$ cat config.mk
export PLATFORM = sky130hd
export DESIGN_NAME = piso_tx_ctrl
export DESIGN_NICKNAME = d
export VERILOG_FILES = /design/src/rtl/piso_tx_ctrl.sv
export SDC_FILE = /design/constraint.sdc
export NUM_CORES = 1
export LEC_CHECK = 0
export CAP_MARGIN = 20
export CORE_AREA = 2 2 39 41
export CTS_BUF_LIST = sky130_fd_sc_hd__clkbuf_8 sky130_fd_sc_hd__clkbuf_16
export DETAILED_ROUTE_END_ITERATION = 16
export DIE_AREA = 0 0 41 43
export GPL_ROUTABILITY_DRIVEN = 1
export SYNTH_ARGS = -nofsm -noshare
export SYNTH_HDL_FRONTEND = slang
export SYNTH_SLANG_ARGS = --single-unit
$ cat constraint.sdc
create_clock -name clk -period 1.55 [get_ports clk]
set_input_delay 0.31 -clock clk [delete_from_list [all_inputs] [get_ports clk]]
set_output_delay 0.31 -clock clk [all_outputs]
set_load 0.03 [all_outputs]
$ cat src/rtl/piso_tx_ctrl.sv
`default_nettype none
// ============================================================================
// Module : piso_tx_ctrl
// Brief  : Valid/ready front end and load/shift sequencer for a PISO register.
// Rev    : 1.0  initial release
// ============================================================================
module piso_tx_ctrl #(
   parameter int WIDTH = 4,
   parameter int GAP   = 0
) (
   input  logic             clk,
   input  logic             rst_n,
   input  logic             i_valid,
   input  logic [WIDTH-1:0] i_data,
   output logic             o_ready,
   output logic             o_ld,
   output logic [WIDTH-1:0] o_pin,
   output logic             o_frame,
   output logic             o_last,
   output logic             o_busy
);

   localparam int             c_cw       = $clog2(WIDTH);
   localparam logic [c_cw-1:0] c_last_cnt = c_cw'(WIDTH - 1);
   localparam logic [3:0]      c_gap_last = 4'(GAP - 1);
   localparam logic            c_no_gap   = (GAP == 0);

   typedef enum logic [1:0] {
      S_IDLE  = 2'd0,
      S_SHIFT = 2'd1,
      S_GAP   = 2'd2
   } state_t;

   state_t          r_state;
   state_t          w_state_nxt;
   logic [c_cw-1:0] r_cnt;
   logic [c_cw-1:0] w_cnt_nxt;
   logic [3:0]      r_gcnt;
   logic [3:0]      w_gcnt_nxt;
   logic            w_cnt_end;
   logic            w_gap_end;
   logic            w_slot;
   logic            w_accept;

   assign w_cnt_end = (r_cnt == c_last_cnt);
   assign w_gap_end = (r_gcnt == c_gap_last);

   always_comb begin
      w_slot = 1'b0;
      case (r_state)
         S_IDLE:  w_slot = 1'b1;
         S_SHIFT: w_slot = w_cnt_end & c_no_gap;
         S_GAP:   w_slot = w_gap_end;
         default: w_slot = 1'b0;
      endcase
   end

   // The slot is gated by reset so no load can leak out while rst_n is low.
   assign o_ready  = rst_n & w_slot;
   assign w_accept = i_valid & o_ready;
   assign o_ld     = w_accept;
   assign o_pin    = i_data;

   always_ff @(posedge clk or negedge rst_n) begin
      if (!rst_n) begin
         r_state <= S_IDLE;
         r_cnt   <= '0;
         r_gcnt  <= '0;
      end else begin
         r_state <= w_state_nxt;
         r_cnt   <= w_cnt_nxt;
         r_gcnt  <= w_gcnt_nxt;
      end
   end

   always_comb begin
      w_state_nxt = r_state;
      w_cnt_nxt   = r_cnt;
      w_gcnt_nxt  = r_gcnt;
      case (r_state)
         S_IDLE: begin
            if (w_accept) begin
               w_state_nxt = S_SHIFT;
               w_cnt_nxt   = '0;
            end
         end
         S_SHIFT: begin
            if (!w_cnt_end) begin
               w_cnt_nxt = r_cnt + 1'b1;
            end else if (!c_no_gap) begin
               w_state_nxt = S_GAP;
               w_gcnt_nxt  = '0;
            end else if (w_accept) begin
               w_cnt_nxt = '0;
            end else begin
               w_state_nxt = S_IDLE;
            end
         end
         S_GAP: begin
            if (!w_gap_end) begin
               w_gcnt_nxt = r_gcnt + 4'd1;
            end else if (w_accept) begin
               w_state_nxt = S_SHIFT;
               w_cnt_nxt   = '0;
            end else begin
               w_state_nxt = S_IDLE;
            end
         end
         default: begin
            w_state_nxt = S_IDLE;
         end
      endcase
   end

   assign o_frame = (r_state == S_SHIFT);
   assign o_last  = o_frame & w_cnt_end;
   assign o_busy  = (r_state != S_IDLE);

endmodule
`default_nettype wire
==> summary.md, run 1 <==
| Metric | Value |
|---|---|
| Status | `complete, but fails checks` |
| Failing checks | `setup timing` |
| PwrDens | `2450 mW/mm²` |
| Pre-CTS WS | `-0.0841 ns` |
| Hold slack | `0.412 ns` |
| Row cnt | `14` |
| WL/cell | `8.40 µm` |
| Ports | `16` |
| Net Sw Frac | `0.345` |
| Drt pass-1 iters | `2` |
| Area leader, netlist | `dfrtp_1` |
| Post-synthesis cell area | `204 µm²` |
| CP Max Fanout | `3` |
| Initial Util | `0.147` |
| GRT Util Overall | `0.0673` |
| Placed cell area | `~280 µm²` |
| Synth top area cells | `dfrtp_1, buf_4, nand2b_4` |
| Area delta synth->final | `79.1%` |
| Die height | `43 µm` |
| RSZ-0062 raised after global routing | `true` |
| Fin nets | `just over 40` |
| Worst skew pair latency | `0.21 ns` |
| Setup ws final | `-0.0575 ns` |
| Vias per inst | `~3.5` |
| Antenna-violating nets left | `0` |
| CP Class | `register to primary output` |
| Post-CTS Hold Buffers | `0` |
| Pin count of the biggest net entering global routing | `5` |
| Synth Net Count | `27` |
| Drc violations | `0` |
| Fin crit share | `1.04` |
| HP Class | `input pin to asynchronous set/reset pin` |
| Synthesized instance count | `19` |
| Max rail drop VDD | `0.786 mV` |
| Grt ovf | `0` |
| CTS buffer count | `3` |
| DR vias | `169` |
| Fin Clk Skew | `roughly 0.0010 ns` |
| Critical path required time | `1.24 ns` |
| I/O Buffers | `7` |
| Die X-Extent | `41 µm` |
| CP endpoint kind | `primary output` |
| Met1 GRT Util | `0.0742` |
| Logic pwr share | `0.592` |
| Final Cell Area | `about 370 µm²` |
| Synth Register Bits | `3` |
| Fmax achieved | `between 600 and 700 MHz` |
| Net Switching | `309 µW` |
| HPWL after detailed placement | `250 µm` |
| Most common cell after layout, fill and taps aside | `buf_4` |
| Clock sink total | `3` |
| Cell mode on critical path | `buf_6` |
| Slew margin rel. | `0.804` |
| Worst-path clk slew | `0.03 ns` |
| Part of the power in registers | `0.160` |
| GR Layer Usage met3 | `0.0314` |
| RePlAce Congestion | `0.534` |
| Power Internal | `585 µW` |
| Clk network pwr share | `0.249` |
| Core box area | `0.00138 mm²` |
| Final core utilization | `0.264` |
| Initial antenna violation count | `0` |
| Worst Setup Start Kind | `register` |
| Clock Path Buffers | `2` |
| Synth Warn # | `0` |
| Pleak | `0.000181 µW` |
| First-pass GRT wire length | `~700 µm` |
| Share of cells above drive strength 1 | `0.594` |
| Slew @ Worst Pin | `about 0.3 ns` |
| Crit-path cells | `ha_2, buf_6, nand2b_4, and2_4, buf_6` |
| CTS Root Cell | `clkbuf_8` |
| Vias in the first global route | `171` |
| CTS tree | `done` |
| Post-synth top area share | `0.368` |
| Endpoints failing hold | `0` |
| Drt first-iter violations | `4` |
| Worst EP arrival | `1.30 ns` |
| Sequential element share of the synthesized area | `0.368` |
| Setup violators final | `2` |
| Commonest cells after routing, fill and taps aside | `buf_4, clkbuf_8, buf_6, dfrtp_1` |
| Cell variety after synth | `12` |
| Maxcap violations | `0` |
| Global routing usage on met2 | `0.0719` |
| Die ar. | `approximately 0.0018 mm²` |
| Post-layout min period | `1.61 ns` |
| GR peak layer | `met4` |
| H-tree depth | `1` |
| Final WL | `slightly above 400 µm` |
| Synth Area per Inst | `10.7 µm²` |
| Final max-slew violation count | `0` |
| ANT cells | `0` |
| Slowest cell on the critical path | `dfrtp_1` |
| Max incr delay on CP | `0.38 ns` |
==> worst max-delay path: cells and delay by family, from the launching register on <==
| family | cells | cell delay [ns] |
|---|---|---|
| buf+inv | 2 | 0.24 |
| fa+ha+maj | 1 | 0.20 |
| simple gates | 2 | 0.26 |
| flops | 1 | 0.38 |
==> Yosys cell counts <==
| cell type | number |
|---|---|
| a21bo_2 | 1 |
| a31o_1 | 1 |
| and2_1 | 1 |
| and2_2 | 1 |
| and3b_1 | 1 |
| buf_4 | 5 |
| dfrtp_1 | 3 |
| ha_1 | 1 |
| mux2i_1 | 1 |
| nand2_1 | 2 |
| nand2b_4 | 1 |
| nor2b_1 | 1 |
==> stage by stage <==
step	cells	total power, µW	setup TNS [ns]
6_report	48	894	-0.105
3_5_place_dp	41	590	-0.0841
5_1_grt	48	963	-0.204
2_1_floorplan	19	448	0
4_1_cts	47	871	-0.132
3_3_place_gp	41	586	-0.0788
==> repair_timing <==
action,CTS,global route
gates resized for setup,9,4
endpoints found under the hold margin,0,0
pin swaps,2,1
setup endpoints to repair,5,3
setup buffers,2,1
==> power groups by stage <==
stage	combinational [µW]	sequential, µW	clock, µW
after floorplan	269	179	0
after global placement	444	142	0
after detailed placement	447	143	0
after CTS	499	144	229
after global routing	578	149	236
final	529	143	222
==> state kept, by name, summed over array words and instances, names as in the netlist <==
signal / count
r_cnt: 2
r_state: 1
==> logic make-up (layout without fill, tap and decap cells) <==
group	Yosys count	count (layout)	share of synthesized area
multiplexers	1	1	0.0491
AO/OA/AOI/OAI	2	2	0.0920
flip-flops	3	3	0.368
buffers and inverters	5	18	0.184
AND/OR/NAND/NOR	7	7	0.245
adder cells (fa/ha/maj)	1	1	0.0613
==> path summary, 6_finish.rpt <==
kind | from | to | slack, ns | depth (start not counted)
max | r_cnt[0] | o_ready | -0.06 | 5
min | rst_n | r_cnt[0] | 0.41 | 2
max reg2reg | r_cnt[0] | r_cnt[1] | 0.16 | 6
min reg2reg | r_cnt[0] | r_cnt[0] | 0.56 | 2
max in group asynchronous | rst_n | r_cnt[1] | 1.04 | 2
min in group clk | r_cnt[0] | r_cnt[0] | 0.56 | 2
==> metal layers <==
metal | wire length, µm | share of wire | vias to the layer above
li1 | - | - | 83
met3 | 29 | 0.072 | 2
met5 | 0 | 0 | -
met2 | 196 | 0.49 | 6
met1 | 170 | 0.42 | 78
met4 | 7 | 0.017 | 0
==> layout make-up <==
cell class	instances	area (µm²)
well taps	16	20.0
repair buffers	14	121
clock buffers	3	41.3
clock inverters	1	3.75
flip-flops and latches	3	75.1
fillers	152	1020
multi-input cells	11	104
Power figures use the tool's default switching activity.
==> inputs of run 2 (changes only) <==
Settings changed: ABC_AREA set to 0.
Clock period 1.55 ns to 1.91 ns, I/O delays scaled along.
==> summary.md, run 2 (synthesized netlist as in run 1, its figures left out) <==
| Metric | Value |
|---|---|
| CP Max Fanout | `5 (+2)` |
| Pin count of the biggest net entering global routing | `6 (+1)` |
| Max incr delay on CP | `0.70 ns (+0.32 ns)` |
| Die height | `43 µm (unchanged)` |
| Part of the power in registers | `0.211 (+0.051)` |
| Worst-path clk slew | `0.03 ns (about the same)` |
| Largest register by flop count | `r_cnt` |
| Fmax achieved | `579 MHz` |
| CP Class | `register to primary output` |
| Die X-Extent | `41 µm (unchanged)` |
| Grt ovf | `0 (unchanged)` |
| Crit-path cells | `clkdlybuf4s50_1` |
| Initial Util | `0.147 (unchanged)` |
| Net Switching | `220 µW (-29%)` |
| Share of cells above drive strength 1 | `0.346 (-0.248)` |
| Die ar. | `0.00176 mm² (unchanged)` |
| Vias in the first global route | `159 (-7.0%)` |
| Endpoints failing hold | `0 (unchanged)` |
| Max rail drop VDD | `0.595 mV (-24%)` |
| Buffer and inverter count on the worst path | `1 (-1)` |
| RSZ-0062 raised after global routing | `false` |
| Slew @ Worst Pin | `0.300 ns (+0.00467 ns)` |
| H-tree depth | `1 (unchanged)` |
| Setup violators final | `0 (-2)` |
| DR vias | `140 (-17%)` |
| Power Internal | `383 µW (-35%)` |
| PwrDens | `1990 mW/mm² (-19%)` |
| Maxcap violations | `0 (unchanged)` |
| Fin Clk Skew | `0.00145 ns (+0.000443 ns)` |
| Area delta synth->final | `48.5%` |
| CTS buffer count | `3 (unchanged)` |
| Worst EP arrival | `1.34 ns (+0.04 ns)` |
| Slew margin rel. | `0.799 (-0.00452)` |
| Fin crit share | `0.904` |
| Initial antenna violation count | `0 (unchanged)` |
| Logic pwr share | `0.497 (-0.095)` |
| Pleak | `0.000147 µW (-19%)` |
| Drt pass-1 iters | `1 (-1)` |
| CP endpoint kind | `primary output` |
| Final WL | `308 µm (-24%)` |
| Critical path required time | `1.53 ns (+0.29 ns)` |
| Non-Filler Instances | `42 (-13%)` |
| Cell family with most CP delay | `buffers and inverters` |
| Slowest cell on the critical path | `clkdlybuf4s50_1` |
| First-pass GRT wire length | `565 µm (-20%)` |
| Top Registers | `r_cnt: 2 flops, r_state: 1 flops` |
| CTS tree | `done` |
| CTS Root Cell | `clkbuf_8` |
| Clock Path Buffers | `2 (unchanged)` |
| Max reg flops | `2 (unchanged)` |
| Final max-slew violation count | `0 (unchanged)` |
| Post-CTS Hold Buffers | `0 (unchanged)` |
| Row cnt | `14 (unchanged)` |
| Inst Count DP | `38 (-7.3%)` |
| Most common cell after layout, fill and taps aside | `clkdlybuf4s50_1` |
| Clock sink total | `3 (unchanged)` |
| Net Sw Frac | `0.365 (+0.0198)` |
| Antenna-violating nets left | `0 (unchanged)` |
| HP Class | `register to register` |
| Fin nets | `35 (-15%)` |
| Status | `completed` |
| Ports | `16 (unchanged)` |
| I/O Buffers | `7 (unchanged)` |
| Drt first-iter violations | `0 (-4)` |
| Worst Setup Start Kind | `register` |
| WL/cell | `7.33 µm (-13%)` |
| Core box area | `0.00138 mm² (unchanged)` |
| Clk network pwr share | `0.292 (+0.043)` |
| ANT cells | `0 (unchanged)` |
| Commonest cells after routing, fill and taps aside | `clkdlybuf4s50_1, clkbuf_8, buf_4, dfrtp_1, nand2_1` |
| Fillers | `157 (+3.3%)` |
| Setup TNS | `0 ns (+0.105 ns)` |
| RePlAce Congestion | `0.578 (+8.2%)` |
| Vias per inst | `3.33 (-5.3%)` |
| Worst skew pair latency | `0.21 ns (about the same)` |
| GRT Util Overall | `0.0503 (-0.0170)` |
| Post-layout min period | `1.73 ns` |
| Drc violations | `0 (unchanged)` |
==> run 2: cell types whose count changed in the layout (fill, tap and decap cells not counted), sizes merged <==
cell	previous run	this run
clkdlybuf4s50	2	4
buf	10	3
dlygate4sd2	2	1
==> run 2: metrics by stage <==
| stage | hold WS, ns | util | setup WS [ns] | total power (µW) | instance area [µm²] |
|---|---|---|---|---|---|
| 2_1_floorplan | 0.0864 | - | 0.395 | 364 | 204 |
| 3_3_place_gp | 0.458 | 0.187 | 0.193 | 438 | 259 |
| 3_5_place_dp | 0.467 | 0.187 | 0.180 | 438 | 259 |
| 4_1_cts | 0.473 | 0.219 | 0.160 | 618 | 303 |
| 5_1_grt | 0.509 | 0.219 | 0.103 | 658 | 303 |
| 6_report | 0.472 | 0.219 | 0.184 | 604 | 303 |
==> run 2: cell type report <==
cell class	count	area, µm²	share of cell area
repair buffers	8	71.3	0.236
flip-flops and latches	3	75.1	0.248
multi-input cells	11	91.3	0.302
well taps	16	20.0	0.0661
clock inverters	1	3.75	0.0124
clock buffers	3	41.3	0.136
==> run 2: final timing paths <==
check / slack, ns / from / endpoint / cells past startpoint
min in group asynchronous: 0.48 / rst_n / r_cnt[1] / 2
worst max register to register: 0.77 / r_cnt[0] / r_cnt[1] / 3
worst max-delay path: 0.18 / r_state[0] / o_frame / 1
max in group asynchronous: 1.33 / rst_n / r_state[0] / 2
worst min register to register: 0.47 / r_cnt[0] / r_cnt[0] / 1
worst min-delay path: 0.47 / r_cnt[0] / r_cnt[0] / 1
==> run 2: routing by layer <==
layer / track usage / wire [µm] / up-vias
met5: 0 / 0 / -
met4: 0.0600 / 0 / 0
met3: 0.0157 / 26 / 0
met2: 0.0656 / 154 / 6
met1: 0.0550 / 127 / 60
li1: - / - / 74
==> run 2: power groups by stage <==
stage / Clock (µW) / Combinational [µW] / Sequential, µW
final: 176 / 300 / 127
after global routing: 190 / 331 / 137
after CTS: 183 / 305 / 129
after detailed placement: 0 / 308 / 130
after global placement: 0 / 311 / 127
after floorplan: 0 / 218 / 145
==> run 2: what timing repair did <==
action | CTS | global route
endpoints found under the setup margin | 1 | 0
resized for setup | 1 | 0
endpoints found under the hold margin | 0 | 0
buffers inserted | 0 | 0
